===== config.mk =====
export PLATFORM = sky130hd
export DESIGN_NAME = modn_run_controller
export DESIGN_NICKNAME = d
export VERILOG_FILES = /design/src/rtl/modn_run_controller.sv
export SDC_FILE = /design/constraint.sdc
export NUM_CORES = 1
export LEC_CHECK = 0
export BUFFER_PORTS_ARGS = -buffer_cell sky130_fd_sc_hd__buf_4
export CAP_MARGIN = 30
export CELL_PAD_IN_SITES_DETAIL_PLACEMENT = 1
export CELL_PAD_IN_SITES_GLOBAL_PLACEMENT = 1
export CORE_MARGIN = 2
export CORE_UTILIZATION = 35
export DETAILED_ROUTE_END_ITERATION = 8
export PLACE_DENSITY_LB_ADDON = 0.2
export SYNTH_ARGS = -nofsm -noshare
export SYNTH_HDL_FRONTEND = slang
export SYNTH_SLANG_ARGS = --single-unit

===== constraint.sdc =====
create_clock -name clk -period 1.35 [get_ports clk]
set_input_delay 0 -clock clk [delete_from_list [all_inputs] [get_ports clk]]
set_output_delay 0 -clock clk [all_outputs]
set_load 0.03 [all_outputs]

===== src/rtl/modn_run_controller.sv =====
// Run sequencer for the programmable mod-N counter datapath.
// Steps the counter through a commanded number of full wraps.
module modn_run_controller #(
  parameter int LENGTH = 3,
  parameter int REPW   = 4
) (
  input  logic              clk,
  input  logic              reset,
  input  logic              cmd_valid,
  output logic              cmd_ready,
  input  logic [LENGTH-1:0] cmd_mod,
  input  logic [REPW-1:0]   cmd_reps,
  input  logic              en,
  input  logic              abort,
  output logic [LENGTH-1:0] dataout,
  output logic [REPW-1:0]   reps_left,
  output logic              busy,
  output logic              wrap,
  output logic              done
);

  typedef enum logic [1:0] {
    S_IDLE,
    S_RUN,
    S_DONE
  } state_e;

  state_e            state_q;
  logic [LENGTH-1:0] cnt_q;
  logic [LENGTH-1:0] tc_q;
  logic [REPW-1:0]   reps_q;
  logic              ready_q;
  logic              busy_q;
  logic              done_q;

  logic at_tc;
  logic last_rep;
  logic accept;

  assign at_tc    = (cnt_q == tc_q);
  assign last_rep = (reps_q == REPW'(1));
  assign accept   = cmd_valid && ready_q;

  assign wrap = (state_q == S_RUN) && en
              && !abort && at_tc;

  assign cmd_ready = ready_q;
  assign busy      = busy_q;
  assign done      = done_q;
  assign dataout   = cnt_q;
  assign reps_left = reps_q;

  always_ff @(posedge clk or negedge reset) begin
    if (!reset) begin
      state_q <= S_IDLE;
      cnt_q   <= '0;
      tc_q    <= '0;
      reps_q  <= '0;
      ready_q <= 1'b1;
      busy_q  <= 1'b0;
      done_q  <= 1'b0;
    end else begin
      unique case (state_q)
        S_IDLE: begin
          if (accept) begin
            tc_q    <= cmd_mod;
            reps_q  <= cmd_reps;
            cnt_q   <= '0;
            ready_q <= 1'b0;
            busy_q  <= 1'b1;
            if (cmd_reps != '0) begin
              state_q <= S_RUN;
            end else begin
              // empty run goes straight to the done strobe
              state_q <= S_DONE;
              done_q  <= 1'b1;
            end
          end
        end
        S_RUN: begin
          if (abort) begin
            state_q <= S_IDLE;
            cnt_q   <= '0;
            reps_q  <= '0;
            ready_q <= 1'b1;
            busy_q  <= 1'b0;
          end else if (en) begin
            if (!at_tc) begin
              cnt_q <= cnt_q + LENGTH'(1);
            end else begin
              cnt_q  <= '0;
              reps_q <= reps_q - REPW'(1);
              if (last_rep) begin
                state_q <= S_DONE;
                done_q  <= 1'b1;
              end
            end
          end
        end
        S_DONE: begin
          state_q <= S_IDLE;
          cnt_q   <= '0;
          ready_q <= 1'b1;
          busy_q  <= 1'b0;
          done_q  <= 1'b0;
        end
        default: begin
          state_q <= S_IDLE;
          cnt_q   <= '0;
          reps_q  <= '0;
          ready_q <= 1'b1;
          busy_q  <= 1'b0;
          done_q  <= 1'b0;
        end
      endcase
    end
  end

endmodule


==> results of run 1 <==
-- worst min-delay path by stage --
stage	start	to	cells past startpoint
6_report	en	dataout[0]$_DFFE_PN0P_	3
5_1_grt	en	dataout[0]$_DFFE_PN0P_	3
4_1_cts	en	dataout[0]$_DFFE_PN0P_	3
3_5_place_dp	reset	reps_left[2]$_DFFE_PN0P_	1
3_3_place_gp	reset	reps_left[2]$_DFFE_PN0P_	1
2_1_floorplan	reset	busy$_DFFE_PN0P_	0
-- cell type report --
type                    instances  area [um2]  share of cell area (%)
multi-input cells              69         679                    42.4
repair buffers                 57         464                    29.0
flip-flops and latches         15         383                    23.9
well taps                      30        37.5                    2.34
clock buffers                   3        22.5                    1.41
inverters                       3        11.3                   0.703
clock inverters                 1        5.00                   0.312
-- cells in the final DEF, fill, tap and decap left out, drive strengths merged, types with 2 or more instances in the layout --
| cell type | netlist | final |
|---|---|---|
| a211oi | 3 | 3 |
| a21oi | 6 | 6 |
| a2bb2oi | 2 | 2 |
| buf | 3 | 50 |
| clkbuf | 0 | 3 |
| dfrtp | 14 | 14 |
| dlygate4sd3 | 0 | 7 |
| ha | 3 | 3 |
| inv | 3 | 3 |
| mux2 | 3 | 3 |
| nand2 | 10 | 10 |
| nand2b | 3 | 3 |
| nand3 | 2 | 2 |
| nand4 | 2 | 2 |
| nor2 | 6 | 6 |
| nor3 | 3 | 3 |
| o21ai | 3 | 3 |
| o22a | 2 | 2 |
| xnor2 | 3 | 3 |
-- metal layers --
metal	track usage [%]	share of wire, %
met1	36.2	44
met2	40.4	49
met3	4.64	4.2
met4	9.17	2.5
met5	0	0
-- per-stage QoR --
stage	worst slack, ns	power (uW)
2_1_floorplan	-0.133	1960
3_3_place_gp	-0.0708	2630
3_5_place_dp	-0.146	2710
4_1_cts	-0.125	3360
5_1_grt	-0.192	3970
6_report	-0.168	3810
-- critical path: stages (launching register included) --
cell,delay (ns)
dfrtp_1,0.42
or3b_4,0.44
buf_6,0.14
nor2_4,0.09
buf_6,0.13
-- flip-flops by register name, summed over array words and instances, names as in the netlist --
name	flops
state_q	2
reps_left	4
dataout	3
busy	1
done	1
cmd_ready	1
tc_q	3
-- timing repair --
| action | CTS | global route |
|---|---|---|
| setup buffers | 8 | 1 |
| hold endpoints to repair | 21 | 0 |
| pin swaps | 13 | 4 |
| gates resized for setup | 24 | 18 |
| hold buffers | 7 | 0 |
| endpoints found under the setup margin | 15 | 16 |
-- cell families (layout without fill, tap and decap cells) --
logic type	Yosys count	after routing	synth area share (%)
buf+inv	6	64	3.93
xor+xnor	3	3	2.95
flops	15	15	42.2
fa+ha+maj	3	3	4.21
mux	3	3	3.79
simple gates	35	35	21.7
compound gates	25	25	21.2
-- power by group through the flow --
stage               Clock [uW]  Sequential, uW  Combinational [uW]
global placement             0             831                1800
CTS                        272             832                2250
finish                     282             904                2630
detailed placement           0             841                1870
floorplan                    0            1040                 924
global route               308             921                2740
==> results.md, run 1 <==
- Outcome: finished with violations
- Failing checks: setup timing
- Final core utilization: 65.3%
- Top post-synthesis cells by area: dfrtp_1, ha_1, nand2_1
- Post-synth ARST share: 100%
- Maximum clock rate: 659 MHz
- Flop pwr share: 23.7%
- Routed vias: 1015
- Post-synth EDFFs: 0
- Vias in the first global route: 961
- Reg-to-Reg Start: state_q[0]$_DFFE_PN0P_
- Clock root cell: clkbuf_4
- Top-area cell type share of the netlist area: 39.3%
- Max-cap check violation count: 0
- Critical path required time: 1.35 ns
- I/O pins: 23
- Post-synth cell types: 41
- Critical path arrival: 1.52 ns
- Initial Util: 36.3%
- Inst Count DP: 158
- Worst-path fanout max: 2
- Area grow syn2layout: 79.7%
- Syn Inst Count: 90
- Cell with the most instances after synthesis: dfrtp_1
- H-tree depth: 1
- Switch share: 45.3%
- Syn. warnings: 0
- Fillers: 264
- Switch Pwr: 1730 uW
- Period minus WS final: 1.52 ns
- Comb power frac: 68.9%
- Tot GR Track Use: 26.0%
- Leakage: 0.000724 uW
- Post-synthesis sequential area ratio: 42.2%
- WL per Instance: 22.0 um
- Post-DR vias/cell: 5.70
- ANT nets after route: 0
- Count of final max-slew check failures: 0
- DRC: 0
- I/O Buffers: 22
- DIE HEIGHT: 54.5 um
- Post-route design area: 1600 um2
- Clk network pwr share: 7.4%
- CTS Buf Count: 3
- Max-slew headroom: 80.1%
- Crit end category: output pin
- Reg2reg setup slack: -0.15 ns
- RSZ-0062 raised after global routing: true
- Synth Cell Area: 892 um2
- Hold slack: 0.0187 ns
- Setup violations, final: 15
- Layout cells sized above 1: 65.5%
- Max clock buf depth: 2
- Worst-path clk slew: 0.11 ns
- Initial antenna violation count: 0
- Internal power: 2080 uW
- Crit Path Class: flop to output pin
- Slew @ Worst Pin: 0.298 ns
- Clock Latency Late Sink: 0.30 ns
- Clock net sink count: 15
- Syn Nets: 105
- Hold Fails Final Rpt: 0
- Antenna cells: 0
- DR iter-0 viols: 18
- Final #Nets: 164
- Gpl congestion: 0.870
- Dpl cell area: 1250 um2
- Core area: 2450 um2
- HP Class: input port to flop
- Post-route clock skew: 0.0125 ns
- Total wire length: 3910 um
- Worst r2r path cells: 5
- Grt total ovfl: 0
- First-pass GRT wire length: 5160 um
- Dominant synthesized flop cell: dfrtp_1
- Dpl hpwl: 2130 um
- CTS tree: done
- Die X: 54.5 um
- Worst Setup SP: state_q[0]$_DFFE_PN0P_
- Setup_tns: -1.33 ns
- Top cell type by total area after synthesis: dfrtp_1
- Commonest cells in the netlist: dfrtp_1, nand2_1, a21oi_1
- Reg2reg end: reps_left[3]$_DFFE_PN0P_
- Final worst slack: -0.168 ns
- Peak supply drop: 0.00175 V
- Synth Register Bits: 15
- Die area: 2970 um2
- TritonRoute pass-1 iters: 4
- CP endpoint: wrap
- Row count: 18
- Period utilization: 112%
- Startpoint Class: flop
- Fin cells: 178
- Post-Syn Area per Cell: 9.91 um2
- Power per cell area: 2380 nW/um2
- Largest net degree at the start of global routing: 16
(Power assumes the default switching activity.)
==> inputs of run 2 (changes only) <==
- ABC_AREA: unset -> 1
- CORE_UTILIZATION: 35 -> 33
- PLACE_DENSITY_LB_ADDON: 0.2 -> 0.05
==> run 2 against run 1 <==
Core utilization shrank 14 points. Largest cell class unchanged. The flow still finishes with violations (setup timing). First-iteration DRC count shrank 5.6%. Via count down 1.3%. Global-route usage shrank 7.9 points. Clock skew is 0.012 ns lower. Register-to-register slack improved by 0.14 ns. Sequential power down 6.4%. Count of clock-buffer cells in the layout increased by 1. Wire length is 27% lower. Sequential share of layout area increased by 3.3 points.
==> results.md, run 2 <==
- Most common cell after layout, fill and taps aside: nand2_1
- Fillers: 345 (+31%)
- HP Class: input port to flop
- Syn Nets: 143 (+36%)
- Max-cap check violation count: 0 (unchanged)
- DR iter-0 viols: 17 (-1)
- Failing checks: setup timing
- Startpoint Class: flop
- Clock Latency Late Sink: 0.29 ns (about the same)
- Initial antenna violation count: 0 (unchanged)
- Core area: 2710 um2 (+10%)
- Post-synth ARST share: 100% (unchanged)
- Count of final max-slew check failures: 0 (unchanged)
- First-pass GRT wire length: 4510 um (-13%)
- Antenna cells: 0 (unchanged)
- Post-route design area: 1400 um2 (-13%)
- Leakage: 0.000715 uW (-1.2%)
- Worst-path clk slew: 0.09 ns (-0.02 ns)
- Die X: 57.1 um (+4.8%)
- CTS Buf Count: 3 (unchanged)
- Synth Register Bits: 15 (unchanged)
- Routed vias: 1002 (-1.3%)
- Layout cells sized above 1: 42.9% (-23 points)
- I/O Buffers: 22 (unchanged)
- Crit end category: flop
- Max-slew headroom: 84.9% (+4.8 points)
- Syn. warnings: 0 (unchanged)
- CP max-delay cell: dfrtp_1
- Final worst slack: -0.00691 ns (+0.161 ns)
- WL per Instance: 13.8 um (-37%)
- CTS tree: done
- Commonest cells in the netlist: nand2_1, inv_1, dfrtp_1
- Outcome: finished with violations
- Reg2reg setup slack: -0.007 ns (+0.14 ns)
- TritonRoute pass-1 iters: 4 (unchanged)
- Peak supply drop: 0.00125 V (-29%)
- Total wire length: 2840 um (-27%)
- Post-Syn Area per Cell: 7.27 um2 (-27%)
- Post-synthesis sequential area ratio: 40.5% (-1.8 points)
- Top cell type by total area after synthesis: dfrtp_1
- Clock root cell: clkbuf_4
- Power per cell area: 2280 nW/um2 (-3.9%)
- Grt total ovfl: 0 (unchanged)
- Hold slack: 0.0850 ns (+0.0663 ns)
- Dominant synthesized flop cell: dfrtp_1
- Post-DR vias/cell: 4.86 (-15%)
- I/O pins: 23 (unchanged)
- Maximum clock rate: 737 MHz (+12%)
- Crit-path cells: buf_4 -> nor2_4 -> inv_1 -> a31oi_2 -> nor2_1 -> nand3_2 -> nand2_1
- Clock net sink count: 15 (unchanged)
- Pre-CTS WS: 0.0124 ns (+0.158 ns)
- Period minus WS final: 1.36 ns (-0.161 ns)
- Largest net degree at the start of global routing: 16 (unchanged)
- Most frequent cells in the layout: nand2_1, buf_4, inv_1, nor2_1, dfrtp_1
- Synth Cell Area: 931 um2 (+4.3%)
- Worst-path fanout max: 4 (+2)
- Vias in the first global route: 980 (+2.0%)
- Post-synth EDFFs: 0 (unchanged)
- Dpl cell area: 1180 um2 (-5.7%)
- Post-synth cell types: 20 (-51%)
- Top post-synthesis cells by area: dfrtp_1, nand2_1, inv_1
- RSZ-0062 raised after global routing: true
- Top-area cell type share of the netlist area: 37.6% (-1.6 points)
- Row count: 19 (+1)
- Final #Nets: 191 (+16%)
- Critical path required time: 1.54 ns (+0.19 ns)
- Post-route clock skew: 0.000669 ns (-0.0118 ns)
- Crit Path Class: flop to flop
- Slew @ Worst Pin: 0.226 ns (-0.0723 ns)
- Max incr delay on CP: 0.41 ns (-0.03 ns)
- DIE HEIGHT: 57.1 um (+4.8%)
- Setup violations, final: 1 (-14)
- Die area: 3260 um2 (+9.9%)
- Max clock buf depth: 2 (unchanged)
- Syn Inst Count: 128 (+42%)
- DRC: 0 (unchanged)
- Hold Fails Final Rpt: 0 (unchanged)
- Gpl congestion: 0.796 (-8.4%)
- Tot GR Track Use: 18.1% (-7.9 points)
- H-tree depth: 1 (unchanged)
- Dpl hpwl: 2050 um (-3.8%)
- Initial Util: 34.3% (-2.0 points)
- Critical path arrival: 1.54 ns (+0.02 ns)
- Period utilization: 101% (-12 points)
- Cell with the most instances after synthesis: nand2_1
- Largest register FFs: 4 (unchanged)
- ANT nets after route: 0 (unchanged)
- Area grow syn2layout: 50.5%
==> run 2: changes by cell type after synthesis, moves of 3 or more <==
cell	before	now
nor2_1	5	12
nand3_1	2	10
nand2b_1	3	0
a211oi_1	3	0
nand2_4	0	3
o21ai_0	2	7
nand2_1	10	42
mux2_2	3	0
nor3_1	3	0
inv_1	3	15
==> run 2: final timing paths <==
path,depth (start not counted),endpoint,startpoint
max in group asynchronous,2,cmd_ready$_DFFE_PN1P_,reset
setup / recovery,7,done$_DFFE_PN0P_,state_q[1]$_DFFE_PN0P_
hold reg to reg,2,done$_DFFE_PN0P_,done$_DFFE_PN0P_
min in group asynchronous,2,reps_left[0]$_DFFE_PN0P_,reset
hold / removal,3,dataout[0]$_DFFE_PN0P_,en
setup reg to reg,7,done$_DFFE_PN0P_,state_q[1]$_DFFE_PN0P_
==> run 2: cell families (layout without fill, tap and decap cells) <==
logic type / after synthesis / count (layout) / share of synthesized area (%)
XOR/XNOR: 2 / 2 / 1.88
AO/OA/AOI/OAI: 16 / 16 / 9.27
AND/OR/NAND/NOR: 75 / 75 / 37.2
buffers and inverters: 17 / 64 / 7.12
adder cells (fa/ha/maj): 3 / 3 / 4.03
flip-flops: 15 / 15 / 40.5
==> run 2: power by group <==
part	switching (uW)	internal, uW
sequential	194	652
combinational	1190	899
clock	150	115
==> run 2: what timing repair did <==
action / CTS / global route
setup endpoints to repair: 2 / 12
cloned: 0 / 0
pin swaps: 2 / 9
endpoints found under the hold margin: 18 / 0
hold buffers: 4 / 0
buffers inserted: 5 / 7
gates resized for setup: 4 / 18
==> run 2: final cells by class <==
cell class / instances / area [um2] / area share [%]
Multi-Input combinational cell: 96 / 552 / 39.4
Inverter: 17 / 66.3 / 4.73
Tap cell: 31 / 38.8 / 2.77
Clock buffer: 4 / 26.3 / 1.88
Sequential cell: 15 / 382 / 27.2
Timing Repair Buffer: 43 / 337 / 24.0
==> run 2: stage by stage <==
stage | std cells | total power [uW] | util, % | setup TNS [ns]
after global placement | 186 | 2530 | 43.5 | 0
after CTS | 199 | 2950 | 47.8 | -0.0187
after detailed placement | 186 | 2580 | 43.5 | 0
after floorplan | 128 | 1970 | - | -0.00273
after global routing | 206 | 3480 | 51.7 | -0.519
final | 206 | 3200 | 51.7 | -0.00691
==> run 2: metal layers <==
layer | part of all wire, % | vias to the layer above | routed length, um | global-route usage [%]
li1 | - | 500 | - | -
met1 | 43 | 481 | 1220 | 21.9
met2 | 52 | 16 | 1480 | 32.0
met3 | 3.0 | 5 | 85 | 2.04
met4 | 1.8 | 0 | 50 | 7.97
met5 | 0 | - | 0 | 0
==> run 2: critical path: cells and delay by family (launching register included) <==
kind | cells | cell delay, ns
AND/OR/NAND/NOR | 4 | 0.42
flip-flops | 1 | 0.41
buffers and inverters | 2 | 0.25
AO/OA/AOI/OAI | 1 | 0.19
